## src/rtl/me_pkg.sv

```systemverilog
// me_pkg: shared widths, the motion-vector result record and the
// window-index to signed-MV conversion used by the ME result path.
package me_pkg;

    localparam int unsigned SAD_W = 14;  // SAD of one 16x16 macroblock
    localparam int unsigned IDX_W = 5;   // search-window index / MB coordinate
    localparam int unsigned MV_W  = 6;   // signed motion vector component

    // One buffered result as seen by the MV writer.
    typedef struct packed {
        logic [MV_W-1:0]  mv_x;
        logic [MV_W-1:0]  mv_y;
        logic [SAD_W-1:0] sad;
        logic [IDX_W-1:0] mb_x;
        logic [IDX_W-1:0] mb_y;
    } mv_entry_t;

    // Window index minus the window offset, as MV_W-bit two's complement.
    function automatic logic [MV_W-1:0] sign_offset(input logic [IDX_W-1:0] idx,
                                                    input int unsigned      off);
        logic [MV_W-1:0] off_w;
        off_w = MV_W'(off);
        return {1'b0, idx} - off_w;
    endfunction

endpackage

```

## src/rtl/mv_fifo.sv

```systemverilog
// mv_fifo: generic synchronous FIFO with registered storage.
//   clk, rst_n   : clock, asynchronous active-low reset
//   push / din   : write request and payload (ignored when full unless popping)
//   pop          : read request (ignored when empty)
//   dout         : head entry, driven straight from the storage flops
//   full, empty  : occupancy flags
//   count        : occupancy 0..DEPTH
// DEPTH must be a power of two; pointers wrap naturally.
module mv_fifo #(
    parameter int unsigned WIDTH = 8,
    parameter int unsigned DEPTH = 8
) (
    input  logic                     clk,
    input  logic                     rst_n,
    input  logic                     push,
    input  logic [WIDTH-1:0]         din,
    input  logic                     pop,
    output logic [WIDTH-1:0]         dout,
    output logic                     full,
    output logic                     empty,
    output logic [$clog2(DEPTH):0]   count
);

    localparam int unsigned PTR_W = $clog2(DEPTH);
    localparam int unsigned CNT_W = PTR_W + 1;
    localparam logic [CNT_W-1:0] FULL_CNT = CNT_W'(DEPTH);

    logic [WIDTH-1:0] mem_q [DEPTH];
    logic [WIDTH-1:0] mem_d [DEPTH];
    logic [PTR_W-1:0] wr_ptr_q, wr_ptr_d;
    logic [PTR_W-1:0] rd_ptr_q, rd_ptr_d;
    logic [CNT_W-1:0] count_q, count_d;
    logic             do_push, do_pop;

    always_comb begin
        do_pop  = pop & (count_q != '0);
        // When full, the slot being vacated by a same-cycle pop is the one
        // wr_ptr points at, so the write can reuse it.
        do_push = push & ((count_q != FULL_CNT) | do_pop);

        mem_d    = mem_q;
        wr_ptr_d = wr_ptr_q;
        rd_ptr_d = rd_ptr_q;
        count_d  = count_q;

        if (do_push) begin
            mem_d[wr_ptr_q] = din;
            wr_ptr_d        = wr_ptr_q + 1'b1;
        end
        if (do_pop) begin
            rd_ptr_d = rd_ptr_q + 1'b1;
        end
        unique case ({do_push, do_pop})
            2'b10:   count_d = count_q + CNT_W'(1);
            2'b01:   count_d = count_q - CNT_W'(1);
            default: count_d = count_q;
        endcase
    end

    always_ff @(posedge clk or negedge rst_n) begin
        if (!rst_n) begin
            mem_q    <= '{default: '0};
            wr_ptr_q <= '0;
            rd_ptr_q <= '0;
            count_q  <= '0;
        end else begin
            mem_q    <= mem_d;
            wr_ptr_q <= wr_ptr_d;
            rd_ptr_q <= rd_ptr_d;
            count_q  <= count_d;
        end
    end

    assign dout  = mem_q[rd_ptr_q];
    assign full  = (count_q == FULL_CNT);
    assign empty = (count_q == '0);
    assign count = count_q;

endmodule

```

## src/rtl/mv_collector.sv

```systemverilog
// mv_collector: turns the ME core's per-macroblock result strobe into
// signed motion vectors tagged with the macroblock coordinate, buffers
// them toward the MV writer, and totals the SAD per frame.
//   clk, rst                  : clock, asynchronous active-low reset
//   data_valid, MSAD,
//   MSAD_row, MSAD_column     : ME result strobe and fields
//   clr_ovf                   : clears the sticky overflow flag
//   mv_valid / mv_ready       : head-of-FIFO handshake
//   mv_x, mv_y, mv_sad,
//   mb_x, mb_y                : head entry fields
//   fifo_count                : FIFO occupancy
//   overflow                  : sticky, a result was dropped on a full FIFO
//   frame_done, frame_sad     : end-of-frame pulse and the held frame total
module mv_collector
    import me_pkg::*;
#(
    parameter int unsigned SEARCH_OFF = 16,
    parameter int unsigned MB_COLS    = 11,
    parameter int unsigned MB_ROWS    = 9,
    parameter int unsigned FIFO_DEPTH = 8
) (
    input  logic                          clk,
    input  logic                          rst,
    input  logic                          data_valid,
    input  logic [SAD_W-1:0]              MSAD,
    input  logic [IDX_W-1:0]              MSAD_row,
    input  logic [IDX_W-1:0]              MSAD_column,
    input  logic                          clr_ovf,
    output logic                          mv_valid,
    input  logic                          mv_ready,
    output logic [MV_W-1:0]               mv_x,
    output logic [MV_W-1:0]               mv_y,
    output logic [SAD_W-1:0]              mv_sad,
    output logic [IDX_W-1:0]              mb_x,
    output logic [IDX_W-1:0]              mb_y,
    output logic [$clog2(FIFO_DEPTH):0]   fifo_count,
    output logic                          overflow,
    output logic                          frame_done,
    output logic [23:0]                   frame_sad
);

    localparam logic [IDX_W-1:0] LAST_X = IDX_W'(MB_COLS - 1);
    localparam logic [IDX_W-1:0] LAST_Y = IDX_W'(MB_ROWS - 1);

    logic [IDX_W-1:0] cap_x_q, cap_x_d;
    logic [IDX_W-1:0] cap_y_q, cap_y_d;
    logic [23:0]      acc_q, acc_d;
    logic [23:0]      frame_sad_q, frame_sad_d;
    logic             frame_done_q, frame_done_d;
    logic             overflow_q, overflow_d;

    logic             fifo_full, fifo_empty;
    logic             pop, push, accept;
    logic [23:0]      sum;
    mv_entry_t        entry, head;

    assign pop    = ~fifo_empty & mv_ready;
    // A full FIFO still takes the new result if the head leaves this cycle.
    assign accept = ~fifo_full | pop;
    assign push   = data_valid & accept;

    always_comb begin
        entry.mv_x = sign_offset(MSAD_column, SEARCH_OFF);
        entry.mv_y = sign_offset(MSAD_row, SEARCH_OFF);
        entry.sad  = MSAD;
        entry.mb_x = cap_x_q;
        entry.mb_y = cap_y_q;
    end

    always_comb begin
        cap_x_d      = cap_x_q;
        cap_y_d      = cap_y_q;
        acc_d        = acc_q;
        frame_sad_d  = frame_sad_q;
        frame_done_d = 1'b0;
        overflow_d   = overflow_q;
        sum          = acc_q + 24'(MSAD);

        // Coordinates and the SAD total advance on every strobe, dropped or
        // not, so they stay locked to the ME scan order.
        if (data_valid) begin
            acc_d = sum;
            if (cap_x_q == LAST_X) begin
                cap_x_d = '0;
                if (cap_y_q == LAST_Y) begin
                    cap_y_d      = '0;
                    frame_done_d = 1'b1;
                    frame_sad_d  = sum;
                    acc_d        = '0;
                end else begin
                    cap_y_d = cap_y_q + 1'b1;
                end
            end else begin
                cap_x_d = cap_x_q + 1'b1;
            end
        end

        // Setting wins over a simultaneous clear.
        if (data_valid & ~accept) begin
            overflow_d = 1'b1;
        end else if (clr_ovf) begin
            overflow_d = 1'b0;
        end
    end

    always_ff @(posedge clk or negedge rst) begin
        if (!rst) begin
            cap_x_q      <= '0;
            cap_y_q      <= '0;
            acc_q        <= '0;
            frame_sad_q  <= '0;
            frame_done_q <= 1'b0;
            overflow_q   <= 1'b0;
        end else begin
            cap_x_q      <= cap_x_d;
            cap_y_q      <= cap_y_d;
            acc_q        <= acc_d;
            frame_sad_q  <= frame_sad_d;
            frame_done_q <= frame_done_d;
            overflow_q   <= overflow_d;
        end
    end

    mv_fifo #(
        .WIDTH ($bits(mv_entry_t)),
        .DEPTH (FIFO_DEPTH)
    ) u_fifo (
        .clk   (clk),
        .rst_n (rst),
        .push  (push),
        .din   (entry),
        .pop   (pop),
        .dout  (head),
        .full  (fifo_full),
        .empty (fifo_empty),
        .count (fifo_count)
    );

    assign mv_valid   = ~fifo_empty;
    assign mv_x       = head.mv_x;
    assign mv_y       = head.mv_y;
    assign mv_sad     = head.sad;
    assign mb_x       = head.mb_x;
    assign mb_y       = head.mb_y;
    assign overflow   = overflow_q;
    assign frame_done = frame_done_q;
    assign frame_sad  = frame_sad_q;

endmodule
```

## config.mk

```make
export PLATFORM = sky130hd
export DESIGN_NAME = mv_collector
export DESIGN_NICKNAME = d
export VERILOG_FILES = /design/src/rtl/me_pkg.sv /design/src/rtl/mv_fifo.sv /design/src/rtl/mv_collector.sv
export SDC_FILE = /design/constraint.sdc
export NUM_CORES = 1
export LEC_CHECK = 0
export CAP_MARGIN = 10
export CORE_ASPECT_RATIO = 0.9
export CORE_MARGIN = 2
export CORE_UTILIZATION = 55
export DETAILED_ROUTE_END_ITERATION = 6
export GPL_ROUTABILITY_DRIVEN = 0
export PLACE_DENSITY = 0.76
export SETUP_SLACK_MARGIN = 0.02
export SLEW_MARGIN = 10
export SYNTH_ARGS = -nofsm -noshare
export SYNTH_HDL_FRONTEND = slang
export SYNTH_HIERARCHICAL = 1
export SYNTH_SLANG_ARGS = --single-unit
export TNS_END_PERCENT = 20
```

## constraint.sdc

```tcl
create_clock -name clk -period 3.9 [get_ports clk]
set_input_delay 0.975 -clock clk [delete_from_list [all_inputs] [get_ports clk]]
set_output_delay 0.975 -clock clk [all_outputs]
set_load 0.01 [all_outputs]
```

==> key figures <==
Die
  • Die width: ~190 µm
  • Top-Level Pins: between 90 and 100
  • Row Count: between 60 and 70
  • Initial Utilization: a little under three fifths
  • Die Ht: 171 µm
  • Floorplan core area: 30700 µm²
  • Die Area: about 32000 µm²

GRT
  • Grt ovf: 0
  • Initial antenna violation count: 0
  • Vias in the first global route: ~11k
  • Largest net degree at the start of global routing: a little under 100
  • First-pass GRT wire length: 58.4 mm
  • Total track usage: between 20 and 25%

CTS
  • Clk_lat worst skew: 0.53 ns
  • # hold bufs at CTS: 0
  • Htree depth: 2
  • Clock buffer depth: 3
  • Number of buffers created by CTS: 37
  • Sink Count: approximately 360
  • CTS Root Cell: clkbuf_16
  • CTS tree: built
  • Post_cts resized: 0
  • Post-CTS setup repair buffer count: 0
  • CTS clock-pin slew for the worst setup and hold paths: 0.06 ns

Critical path
  • Critical path launch point type: register
  • RR Startpoint: u_fifo/count[0]
  • Worst r2r dst: u_fifo/count[3]
  • Nature of the critical path endpoint: primary output
  • Required time of the critical path: ~3 ns
  • Reg-to-reg setup timing slack: 0.69 ns
  • Kind of critical path: register to primary output
  • Critical Path AT: ~2.8 ns
  • Worst R2R Path Depth: 7
  • Critical path fanouts, max: 28

STA
  • Final hold violations: 0
  • Final Critical Period: around 3.8 ns
  • Unrepaired setup endpoints after global routing: false
  • Fin. max-slew vios: 0
  • Setup ws final: between 0.09 and 0.1 ns
  • Highest achievable clock rate: about 260 MHz
  • Worst Skew: roughly 0.011 ns
  • Post-route setup TNS: 0 ns
  • Max transition margin: between 40% and 50%
  • Worst Max-Slew Pin Slew: 0.773 ns
  • Tcrit/Tclk final: 97.6%
  • # setup viols final: 0

Placement
  • Detail Placement HPWL: about 22 mm
  • IO buf count: 95
  • Placed cells: roughly 1.6k
  • Dpl ws: ~0.14 ns
  • Placed Area: around 19000 µm²

Synth
  • Syn Std Cell Area: approximately 17000 µm²
  • Post-synth net total: roughly 1.2k
  • Cells after Synth: ~1.1k
  • Dominant cell type by area after synthesis: dfrtp_1
  • EDFF count, synth: 0
  • Yosys cell types: 64
  • Largest cells by area after synthesis: dfrtp_1 (53%), mux2_2 (21%), mux4_2 (9.5%)
  • Synth Flop Type: dfrtp_1
  • Register area share after synthesis: a little over half
  • Yosys warnings: 6
  • Async set-reset flop share out of synthesis: 100%
  • Post-Syn Area per Cell: between 10 and 15 µm²
  • Synth Register Bits: ~360
  • Yosys top cell area share: 52.7%

Layout
  • Area grow syn2layout: 15.7%
  • Final instance area: 19700 µm²
  • # diodes: 0
  • Layout cells sized above 1: between 30% and 40%
  • Fin nets: approximately 1.3k
  • Layout filler cell count: between 2k and 2.5k
  • Non-Filler Instances: between 1.5k and 2k

Drt
  • Routed Antenna Nets: 0
  • Final wirelength: 35.8 mm
  • Starting DRT DRC Count: around 790
  • Wire per inst: ~21 µm
  • Via-per-instance ratio: about 6
  • Via count: approximately 10k
  • Drt pass-1 iters: 5
  • DRC Markers: 0

Power
  • Post-layout power: ~17 mW
  • Power per cell area: about 870 nW/µm²
  • VDD IR max: 0.000784 V
  • Leak: about 8.4 nW

Job
  • Max cap viols: 0

Run status
  • Status: finished clean

Min path
  • Hold crit path type: input pin to asynchronous set/reset pin
==> worst max-delay path, stage by stage, from the launching register on <==
cell and delay, ns:
dfrtp_4 0.74, buf_4 0.37, mux4_2 0.37, mux2_2 0.30
clkdlybuf4s50_1 0.48
==> logic make-up (layout without fill, tap and decap cells) <==
group / count (synthesis) / after routing / synth area share (%)
AND/OR/NAND/NOR: 125 / 125 / 3.85
XOR/XNOR: 25 / 25 / 1.29
buffers and inverters: 86 / 220 / 3.06
AO/OA/AOI/OAI: 126 / 126 / 5.71
flip-flops: 358 / 358 / 52.7
multiplexers: 402 / 402 / 31.4
adder cells (fa/ha/maj): 25 / 25 / 1.93
==> metrics by stage <==
step / hold WS (ns) / utilization (%)
6_report: 0.440 / 64.1
3_5_place_dp: 0.474 / 60.4
4_1_cts: 0.488 / 64.1
3_3_place_gp: 0.466 / 60.4
2_1_floorplan: 0.459 / -
5_1_grt: 0.505 / 64.1
==> power breakdown <==
| group | switching (mW) | leakage (nW) | total (mW) | internal (mW) |
|---|---|---|---|---|
| Sequential | 1.13 | 4.38 | 6.53 | 5.39 |
| Clock | 1.43 | 0.565 | 3.34 | 1.92 |
| Combinational | 2.88 | 3.44 | 7.21 | 4.33 |
==> state kept, by name (all words and copies together) (netlist names) <==
register / flops
frame_sad: 24
u_fifo/mem_q: 288
frame_done: 1
u_fifo/rd_ptr_q: 3
u_fifo/count: 4
cap_y_q: 5
acc_q: 24
u_fifo/wr_ptr_q: 3
cap_x_q: 5
overflow: 1
==> cell type report <==
class                      count  area [µm²]  share of cell area (%)
inverter                      18        67.6                   0.344
clock buffer                  56        1080                    5.48
sequential                   358        8970                    45.6
timing repair buffer         138        1450                    7.40
tap                          409         512                    2.60
multi-input combinational    703        7520                    38.2
clock inverter                 8        62.6                   0.318
==> synth_stat cells, types with 3 or more instances <==
cell type and count:
dfrtp_1 358, mux2_2 314, mux4_2 72, nand2_1 40, o21ai_0 33, a21oi_1 25, clkbuf_1 23, ha_1 23
buf_6 21, nand3_1 19, inv_1 18, nor2_1 16, mux2_1 15, xnor2_1 14, buf_2 13, o2bb2ai_1 11
xor2_1 11, a21o_1 8, nor2b_1 8, and3_1 7, buf_4 6, a311oi_1 5, nand4_1 5, nor3_1 5
o211ai_1 5, a31oi_1 4, buf_1 4, nand3b_1 4, a22o_1 3, a32o_1 3, nor3b_1 3, o2111ai_4 3
o211ai_4 3, o21ai_1 3
==> placed cells by master, fill, tap and decap left out, drive strengths merged, types with 5 or more instances in the layout <==
cell	n
clkinv	5
a21oi	27
nor2b	8
a21o	8
clkbuf	56
ha	23
xor2	11
inv	21
a311oi	5
xnor2	14
nand4	5
clkdlybuf4s50	94
nand3	19
nand2	42
dfrtp	358
nor2	16
and3	7
mux2	329
o2bb2ai	11
o211ai	8
buf	44
mux4	72
o21ai	37
nor3	5
==> layer usage <==
layer / part of all wire (%) / GRT usage [%] / up-vias
li1: - / - / 4520
met1: 45 / 33.4 / 5330
met2: 49 / 37.5 / 199
met3: 3.8 / 2.83 / 48
met4: 1.7 / 5.56 / 0
met5: 0 / 0 / -
==> how the worst max path moves through the flow <==
stage                       startpoint              end  slack (ns)
finish              u_fifo/rd_ptr_q[1]       mv_sad[13]        0.09
global placement               MSAD[0]    frame_sad[18]        0.22
global route        u_fifo/rd_ptr_q[1]       mv_sad[13]        0.04
CTS                 u_fifo/rd_ptr_q[1]          mb_y[1]        0.08
detailed placement             MSAD[0]    frame_sad[18]        0.14
floorplan                   data_valid  u_fifo/count[3]        0.05
Note: power is estimated with default switching activity, not from simulation.
